## src/rtl/mips_mc_pkg.sv

```systemverilog
// Shared types and encodings for the multicycle MIPS main control FSM.
// Optional feature macro: MIPS_CTRL_BNE_EN adds the bne opcode and its BNE state.
package mips_mc_pkg;

  typedef enum logic [3:0] {
    FETCH   = 4'd0,
    DECODE  = 4'd1,
    MEMADR  = 4'd2,
    MEMRD   = 4'd3,
    MEMWB   = 4'd4,
    MEMWR   = 4'd5,
    EXECUTE = 4'd6,
    ALUWB   = 4'd7,
    BRANCH  = 4'd8,
    ADDIEX  = 4'd9,
    ADDIWB  = 4'd10,
    JUMP    = 4'd11
`ifdef MIPS_CTRL_BNE_EN
    ,
    BNE     = 4'd12
`endif
  } state_t;

  // Opcode field values (instr[31:26]).
  localparam logic [5:0] OP_RTYPE = 6'h00;
  localparam logic [5:0] OP_LW    = 6'h23;
  localparam logic [5:0] OP_SW    = 6'h2B;
  localparam logic [5:0] OP_BEQ   = 6'h04;
  localparam logic [5:0] OP_BNE   = 6'h05;
  localparam logic [5:0] OP_ADDI  = 6'h08;
  localparam logic [5:0] OP_J     = 6'h02;

  // ALUSrcB mux select.
  localparam logic [1:0] SRCB_REG    = 2'd0;
  localparam logic [1:0] SRCB_FOUR   = 2'd1;
  localparam logic [1:0] SRCB_IMM    = 2'd2;
  localparam logic [1:0] SRCB_IMM_SH = 2'd3;

  // ALU operation class.
  localparam logic [1:0] ALU_ADD   = 2'd0;
  localparam logic [1:0] ALU_SUB   = 2'd1;
  localparam logic [1:0] ALU_FUNCT = 2'd2;

  // PC source mux select.
  localparam logic [1:0] PC_ALU    = 2'd0;
  localparam logic [1:0] PC_ALUOUT = 2'd1;
  localparam logic [1:0] PC_JUMP   = 2'd2;

  // Moore control word decoded purely from the current state.
  typedef struct packed {
    logic       iord;
    logic       alu_src_a;
    logic [1:0] alu_src_b;
    logic [1:0] alu_op;
    logic       reg_dst;
    logic       mem_to_reg;
    logic [1:0] pc_src;
    logic       ir_write;
    logic       mem_write;
    logic       reg_write;
    logic       pc_write;
    logic       branch;     // PC loads when zero=1
    logic       branch_ne;  // PC loads when zero=0
  } ctrl_word_t;

endpackage

```

## src/rtl/mips_mc_ctrl_fsm_if.sv

```systemverilog
// Control bus between the main FSM (master) and the multicycle datapath (slave).
interface mips_mc_ctrl_fsm_if #(
  parameter int OP_WIDTH   = 6,
  parameter int ICNT_WIDTH = 32
);
  logic [OP_WIDTH-1:0]   opcode;
  logic                  zero;
  logic                  iord;
  logic                  alu_src_a;
  logic [1:0]            alu_src_b;
  logic [1:0]            alu_op;
  logic                  reg_dst;
  logic                  mem_to_reg;
  logic [1:0]            pc_src;
  logic                  ir_write;
  logic                  mem_write;
  logic                  reg_write;
  logic                  pc_en;
  logic                  illegal_op;
  logic [ICNT_WIDTH-1:0] instr_count;

  modport master (
    input  opcode, zero,
    output iord, alu_src_a, alu_src_b, alu_op, reg_dst, mem_to_reg, pc_src,
           ir_write, mem_write, reg_write, pc_en, illegal_op, instr_count
  );

  modport slave (
    output opcode, zero,
    input  iord, alu_src_a, alu_src_b, alu_op, reg_dst, mem_to_reg, pc_src,
           ir_write, mem_write, reg_write, pc_en, illegal_op, instr_count
  );
endinterface

```

## src/rtl/mips_mc_ctrl_decode.sv

```systemverilog
// Combinational state -> control-word decoder for the multicycle MIPS FSM.
// Optional feature macro: MIPS_CTRL_BNE_EN (decodes the BNE state).
module mips_mc_ctrl_decode
  import mips_mc_pkg::*;
(
  input  state_t     state,
  output ctrl_word_t cw
);

  // Decode the Moore outputs of each state; anything not listed stays 0.
  always_comb begin
    // NOTE: every field gets a default first so no path leaves cw unassigned,
    // which is what keeps this block from inferring latches.
    cw = '0;
    case (state)
      FETCH: begin
        cw.ir_write  = 1'b1;
        cw.alu_src_b = SRCB_FOUR;
        cw.alu_op    = ALU_ADD;
        cw.pc_src    = PC_ALU;
        cw.pc_write  = 1'b1;
      end
      DECODE: cw.alu_src_b = SRCB_IMM_SH;
      MEMADR, ADDIEX: begin
        cw.alu_src_a = 1'b1;
        cw.alu_src_b = SRCB_IMM;
      end
      MEMRD:  cw.iord = 1'b1;
      MEMWB: begin
        cw.mem_to_reg = 1'b1;
        cw.reg_write  = 1'b1;
      end
      MEMWR: begin
        cw.iord      = 1'b1;
        cw.mem_write = 1'b1;
      end
      EXECUTE: begin
        cw.alu_src_a = 1'b1;
        cw.alu_src_b = SRCB_REG;
        cw.alu_op    = ALU_FUNCT;
      end
      ALUWB: begin
        cw.reg_dst   = 1'b1;
        cw.reg_write = 1'b1;
      end
      BRANCH: begin
        cw.alu_src_a = 1'b1;
        cw.alu_op    = ALU_SUB;
        cw.pc_src    = PC_ALUOUT;
        cw.branch    = 1'b1;
      end
      ADDIWB: cw.reg_write = 1'b1;
      JUMP: begin
        cw.pc_src   = PC_JUMP;
        cw.pc_write = 1'b1;
      end
`ifdef MIPS_CTRL_BNE_EN
      BNE: begin
        cw.alu_src_a = 1'b1;
        cw.alu_op    = ALU_SUB;
        cw.pc_src    = PC_ALUOUT;
        cw.branch_ne = 1'b1;
      end
`endif
      default: cw = '0;
    endcase
  end

endmodule

```

## src/rtl/mips_mc_ctrl_fsm.sv

```systemverilog
// Main control FSM for the multicycle MIPS datapath: state register,
// opcode-driven next-state logic, PC-enable gating and retired-instruction counter.
// Optional feature macro: MIPS_CTRL_BNE_EN (bne opcode 6'h05 via the BNE state).
module mips_mc_ctrl_fsm
  import mips_mc_pkg::*;
#(
  parameter int OP_WIDTH   = 6,
  parameter int ICNT_WIDTH = 32
) (
  input  logic                 clk,
  input  logic                 reset,
  mips_mc_ctrl_fsm_if.master   bus
);

  state_t                state_q, state_d;
  logic [ICNT_WIDTH-1:0] instr_count_q, instr_count_d;
  logic                  illegal;
  logic                  retire;
  ctrl_word_t            cw, cw_m;

  function automatic logic op_is(input logic [OP_WIDTH-1:0] op, input logic [5:0] code);
    return op == OP_WIDTH'(code);
  endfunction

  mips_mc_ctrl_decode u_decode (
    .state (state_q),
    .cw    (cw)
  );

  // Next state from current state and IR opcode; retire on the return to FETCH.
  always_comb begin
    state_d = FETCH;
    illegal = 1'b0;
    retire  = 1'b0;
    case (state_q)
      FETCH: state_d = DECODE;
      DECODE: begin
        if (op_is(bus.opcode, OP_LW) || op_is(bus.opcode, OP_SW)) state_d = MEMADR;
        else if (op_is(bus.opcode, OP_RTYPE))                     state_d = EXECUTE;
        else if (op_is(bus.opcode, OP_BEQ))                       state_d = BRANCH;
        else if (op_is(bus.opcode, OP_ADDI))                      state_d = ADDIEX;
        else if (op_is(bus.opcode, OP_J))                         state_d = JUMP;
`ifdef MIPS_CTRL_BNE_EN
        else if (op_is(bus.opcode, OP_BNE))                       state_d = BNE;
`endif
        else                                                      illegal = 1'b1;
      end
      MEMADR:  state_d = op_is(bus.opcode, OP_LW) ? MEMRD : MEMWR;
      MEMRD:   state_d = MEMWB;
      EXECUTE: state_d = ALUWB;
      ADDIEX:  state_d = ADDIWB;
      MEMWB, MEMWR, ALUWB, ADDIWB, BRANCH, JUMP: retire = 1'b1;
`ifdef MIPS_CTRL_BNE_EN
      BNE:     retire = 1'b1;
`endif
      default: state_d = FETCH;
    endcase
    instr_count_d = instr_count_q + (retire ? ICNT_WIDTH'(1) : '0);
  end

  // State and counter registers; synchronous reset has priority.
  always_ff @(posedge clk) begin
    // NOTE: registers use non-blocking assignments so every flop samples the
    // pre-edge values, independent of statement order.
    if (reset) begin
      state_q       <= FETCH;
      instr_count_q <= '0;
    end else begin
      state_q       <= state_d;
      instr_count_q <= instr_count_d;
    end
  end

  // While reset is high every select and enable reads 0, regardless of state.
  assign cw_m = reset ? '0 : cw;

  assign bus.iord        = cw_m.iord;
  assign bus.alu_src_a   = cw_m.alu_src_a;
  assign bus.alu_src_b   = cw_m.alu_src_b;
  assign bus.alu_op      = cw_m.alu_op;
  assign bus.reg_dst     = cw_m.reg_dst;
  assign bus.mem_to_reg  = cw_m.mem_to_reg;
  assign bus.pc_src      = cw_m.pc_src;
  assign bus.ir_write    = cw_m.ir_write;
  assign bus.mem_write   = cw_m.mem_write;
  assign bus.reg_write   = cw_m.reg_write;
  assign bus.pc_en       = cw_m.pc_write | (cw_m.branch & bus.zero) | (cw_m.branch_ne & ~bus.zero);
  assign bus.illegal_op  = illegal & ~reset;
  assign bus.instr_count = instr_count_q;

endmodule

```

## src/flat_wrapper.sv

```systemverilog
// flat-port wrapper written by rule: the top's interface ports become plain ports
module mips_mc_ctrl_fsm_flat import mips_mc_pkg::*;
#(
  parameter int OP_WIDTH   = 6,
  parameter int ICNT_WIDTH = 32
)
  (clk, reset, bus_opcode, bus_zero, bus_iord, bus_alu_src_a, bus_alu_src_b, bus_alu_op, bus_reg_dst, bus_mem_to_reg, bus_pc_src, bus_ir_write, bus_mem_write, bus_reg_write, bus_pc_en, bus_illegal_op, bus_instr_count);
  mips_mc_ctrl_fsm_if #(.OP_WIDTH(OP_WIDTH), .ICNT_WIDTH(ICNT_WIDTH)) bus_i ();
  input  logic clk;
  input  logic reset;
  input wire logic [$bits(bus_i.opcode)-1:0] bus_opcode;
  input wire logic [$bits(bus_i.zero)-1:0] bus_zero;
  output wire logic [$bits(bus_i.iord)-1:0] bus_iord;
  output wire logic [$bits(bus_i.alu_src_a)-1:0] bus_alu_src_a;
  output wire logic [$bits(bus_i.alu_src_b)-1:0] bus_alu_src_b;
  output wire logic [$bits(bus_i.alu_op)-1:0] bus_alu_op;
  output wire logic [$bits(bus_i.reg_dst)-1:0] bus_reg_dst;
  output wire logic [$bits(bus_i.mem_to_reg)-1:0] bus_mem_to_reg;
  output wire logic [$bits(bus_i.pc_src)-1:0] bus_pc_src;
  output wire logic [$bits(bus_i.ir_write)-1:0] bus_ir_write;
  output wire logic [$bits(bus_i.mem_write)-1:0] bus_mem_write;
  output wire logic [$bits(bus_i.reg_write)-1:0] bus_reg_write;
  output wire logic [$bits(bus_i.pc_en)-1:0] bus_pc_en;
  output wire logic [$bits(bus_i.illegal_op)-1:0] bus_illegal_op;
  output wire logic [$bits(bus_i.instr_count)-1:0] bus_instr_count;
  assign bus_i.opcode = bus_opcode;
  assign bus_i.zero = bus_zero;
  assign bus_iord = bus_i.iord;
  assign bus_alu_src_a = bus_i.alu_src_a;
  assign bus_alu_src_b = bus_i.alu_src_b;
  assign bus_alu_op = bus_i.alu_op;
  assign bus_reg_dst = bus_i.reg_dst;
  assign bus_mem_to_reg = bus_i.mem_to_reg;
  assign bus_pc_src = bus_i.pc_src;
  assign bus_ir_write = bus_i.ir_write;
  assign bus_mem_write = bus_i.mem_write;
  assign bus_reg_write = bus_i.reg_write;
  assign bus_pc_en = bus_i.pc_en;
  assign bus_illegal_op = bus_i.illegal_op;
  assign bus_instr_count = bus_i.instr_count;
  mips_mc_ctrl_fsm #(.OP_WIDTH(OP_WIDTH), .ICNT_WIDTH(ICNT_WIDTH)) u_core (.clk(clk), .reset(reset), .bus(bus_i));
endmodule
```

## config.mk

```make
export PLATFORM = sky130hd
export DESIGN_NAME = mips_mc_ctrl_fsm_flat
export DESIGN_NICKNAME = d
export VERILOG_FILES = /design/src/rtl/mips_mc_pkg.sv /design/src/rtl/mips_mc_ctrl_fsm_if.sv /design/src/rtl/mips_mc_ctrl_decode.sv /design/src/rtl/mips_mc_ctrl_fsm.sv /design/src/flat_wrapper.sv
export SDC_FILE = /design/constraint.sdc
export NUM_CORES = 1
export LEC_CHECK = 0
export CAP_MARGIN = 20
export CORE_ASPECT_RATIO = 1.4
export CORE_UTILIZATION = 40
export CTS_CLUSTER_DIAMETER = 30
export DETAILED_ROUTE_END_ITERATION = 10
export GPL_ROUTABILITY_DRIVEN = 0
export PLACE_DENSITY = 0.71
export SLEW_MARGIN = 20
export SYNTH_ARGS = -nofsm -noshare
export SYNTH_HDL_FRONTEND = slang
export SYNTH_HIERARCHICAL = 1
export SYNTH_SLANG_ARGS = --single-unit
```

## constraint.sdc

```tcl
create_clock -name clk -period 4.8 [get_ports clk]
set_input_delay 0.72 -clock clk [delete_from_list [all_inputs] [get_ports clk]]
set_output_delay 0.72 -clock clk [all_outputs]
set_load 0.02 [all_outputs]
```

==> implementation parameters <==
Parameter                              Value

Status
  Outcome    complete, no violations

Clock tree
  Post-cts sizing count    0
  Number of levels the H-tree was split into    2
  Root Driver    clkbuf_8
  Skew-Pair Late Insertion Delay    0.29 ns
  Cts bufs inserted    5
  TritonCTS clock tree    yes
  Post-CTS setup buffer count    0
  CTS Hold Bufs    0
  Clock tree buffer depth    2
  Clock sinks    36
  Clock slew at reported path FFs    0.07 ns

Yosys
  Mean instance size in the synthesized netlist    8.465 um2
  Number of unique standard cell types used by synthesis    50
  Asr flop ratio synth    0
  Number of warnings reported in the yosys synthesis log    6
  Register bit count reported by yosys    36
  Number of flops mapped to enable cells by yosys    0
  Fraction of post-synthesis cell area in the top cell type by area    0.3225
  Syn nets    276
  Share of the yosys chip area belonging to registers    0.3225
  Largest area contributor in the netlist    dfxtp_1
  Post-synthesis cell count    264
  Synth top area cells    dfxtp_1 (32%), nor2b_1 (7.0%), nor2_1 (4.9%), xor2_1 (3.9%), a21oi_1 (3.4%)
  Synth Cell Area    2235 um2
  Main flop type after synthesis    dfxtp_1

Power and ir drop
  Power share of the clock group    0.399
  Internal power summed over all cells    447.9 uW
  Worst vdd rail ir drop    87.91 uV
  Power density relative to cell area    204.3 nW/um2
  Switch Pwr    129.7 uW
  Net switching share of the total power    0.2246
  Part of the total power dissipated in sequential elements    0.525
  Logic pwr share    0.076
  Static leakage    1.010 nW

Place
  Number of buffers inserted by port buffering    55
  Pre-CTS worst setup slack    1.538 ns
  Detailed Place HPWL    3358 um

Timing
  Peak clock frequency supported by timing    0.3065 GHz
  Least setup slack across all paths after layout    1.537 ns
  Number of max-slew violations in the final report    0
  RSZ-0062 raised after global routing    no
  Actual transition at the worst max-transition pin    0.9820 ns
  Worst slew slack as a fraction of its limit    0.3454
  Worst Hold Slack    0.5007 ns
  Hold violation count in the final report    0
  Final total negative setup slack    0 ns
  Endpoints failing setup    0
  Final Cycle Share    0.6797
  Clock period minus final worst setup slack    3.263 ns
  Max Clock Skew    0.001707 ns

Floorplanning
  Num ports    56
  Floorplan core area    5275 um2
  DIE AREA    5894 um2
  Starting density of the core    0.4236
  Number of rows in the core area    31
  Width of the chip    65.17 um
  Die extent in y    90.44 um

Routing
  Number of nets with antenna violations after detailed routing    0
  Via density    5.338
  Number of DRC violations after detailed-routing iteration 0    72
  Drt drc    0
  Drt total wl    4774 um
  Routed wirelength normalized by instance count    12.80 um
  Detailed-router iteration count before antenna repair    4
  Vias post-DR    1991

Setup path
  Type of the setup path with the least slack    in -> out
  Kind of start point of the critical path    input port
  Worst-path maximum fanout    5
  Arrival time of the worst setup path    2.54 ns
  Worst endpoint required time    4.08 ns
  Endpoint kind of the worst setup timing path    primary output

Finish
  Layout area overhead    26.54%
  Layout cell share with drive strength beyond 1    0.1042
  Number of diodes    0
  Net total in the final layout    319
  Fill cell total of the finished layout    535

Run
  Number of max-capacitance violations reported    0

Global route
  Overall global routing resource usage    0.1777
  Via count of the first global-routing pass    1964
  Total global routing overflow    0
  Global-route wire length before repair    8569 um
  Maximum number of pins on one net before global-route repair    61
  Antenna violations before repair    0

Min path
  Hold/Removal Path Class    reg -> reg
[worst paths after layout]
path | start | end | slack [ns] | depth (start not counted)
hold reg to reg | u_core/bus.instr_count[21] | u_core/bus.instr_count[21] | 0.50 | 2
hold / removal | u_core/bus.instr_count[21] | u_core/bus.instr_count[21] | 0.50 | 2
setup / recovery | bus_opcode[0] | bus_illegal_op | 1.54 | 5
setup reg to reg | u_core/state_q[1] | u_core/bus.instr_count[28] | 2.08 | 8
[flip-flops by register name (all words and copies together), names as in the netlist]
name / count
u_core/bus.instr_count: 32
u_core/state_q: 4
[critical path: stages]
cell,delay (ns)
clkdlybuf4s50_1,0.47
or4_1,0.57
a21oi_1,0.16
nor4_1,0.06
clkdlybuf4s50_1,0.56
[routing by layer]
| layer | part of all wire | wire [um] | vias up | GRT usage |
|---|---|---|---|---|
| li1 | - | - | 1021 | - |
| met1 | 0.42 | 2021 | 919 | 0.2025 |
| met2 | 0.51 | 2424 | 45 | 0.3119 |
| met3 | 0.053 | 253 | 6 | 0.04167 |
| met4 | 0.016 | 75 | 0 | 0.06522 |
| met5 | 0 | 0 | - | 0 |
[cell usage in the layout (no fill, tap or decap), types with 3 or more instances in the layout]
cell / instances
nand3_1: 12
nor4_1: 8
and3_1: 3
clkbuf_8: 7
nand2_1: 6
mux2_1: 6
o21ai_0: 7
clkdlybuf4s50_1: 54
dfxtp_1: 36
nor3_1: 5
ha_1: 3
nor2_1: 29
o31ai_1: 7
nand2b_1: 5
or3_1: 5
nor2b_1: 25
nor4_2: 5
a21oi_1: 15
inv_1: 8
nand4_1: 6
mux2_2: 4
or4_1: 8
xor2_1: 10
[logic make-up (layout without fill, tap and decap cells)]
| family | Yosys count | after routing | synth area share |
|---|---|---|---|
| AO/OA/AOI/OAI | 39 | 39 | 0.1131 |
| XOR/XNOR | 12 | 12 | 0.04703 |
| adder cells (fa/ha/maj) | 3 | 3 | 0.01680 |
| buffers and inverters | 27 | 70 | 0.07223 |
| flip-flops | 36 | 36 | 0.3225 |
| multiplexers | 10 | 10 | 0.05039 |
| other | 1 | 1 | 0.001678 |
| AND/OR/NAND/NOR | 136 | 136 | 0.3763 |
[power by group through the flow]
| stage | sequential [mW] | clock (mW) | combinational [mW] |
|---|---|---|---|
| after floorplan | 0.308 | 0 | 0.0290 |
| after global routing | 0.304 | 0.251 | 0.0494 |
| final | 0.304 | 0.230 | 0.0438 |
| after CTS | 0.303 | 0.237 | 0.0443 |
| after global placement | 0.310 | 0 | 0.0435 |
| after detailed placement | 0.310 | 0 | 0.0440 |
[synth_stat cells, types with 6 or more instances]
cell and count:
dfxtp_1 36, nor2_1 29, nor2b_1 25, a21oi_1 15, nand3_1 12, xor2_1 10, inv_1 8, nor4_1 8
or4_1 8, o21ai_0 7, o31ai_1 7, buf_6 6, mux2_1 6, nand2_1 6, nand4_1 6
[through the flow]
| stage | instances | power, mW | area, um2 | utilization |
|---|---|---|---|---|
| after floorplan | 264 | 0.3370 | 2235 | - |
| after global routing | 373 | 0.6045 | 2828 | 0.5361 |
| after detailed placement | 366 | 0.3543 | 2731 | 0.5178 |
| after CTS | 373 | 0.5843 | 2828 | 0.5361 |
| after global placement | 366 | 0.3538 | 2731 | 0.5178 |
| final | 373 | 0.5776 | 2828 | 0.5361 |
[layout make-up]
type	count	area, um2	area share
multi-input cells	201	1353	0.4783
flip-flops and latches	36	720.7	0.2549
repair buffers	55	545.5	0.1929
clock buffers	7	96.34	0.03407
well taps	66	82.58	0.02920
inverters	8	30.03	0.01062
Power figures use the tool's default switching activity.
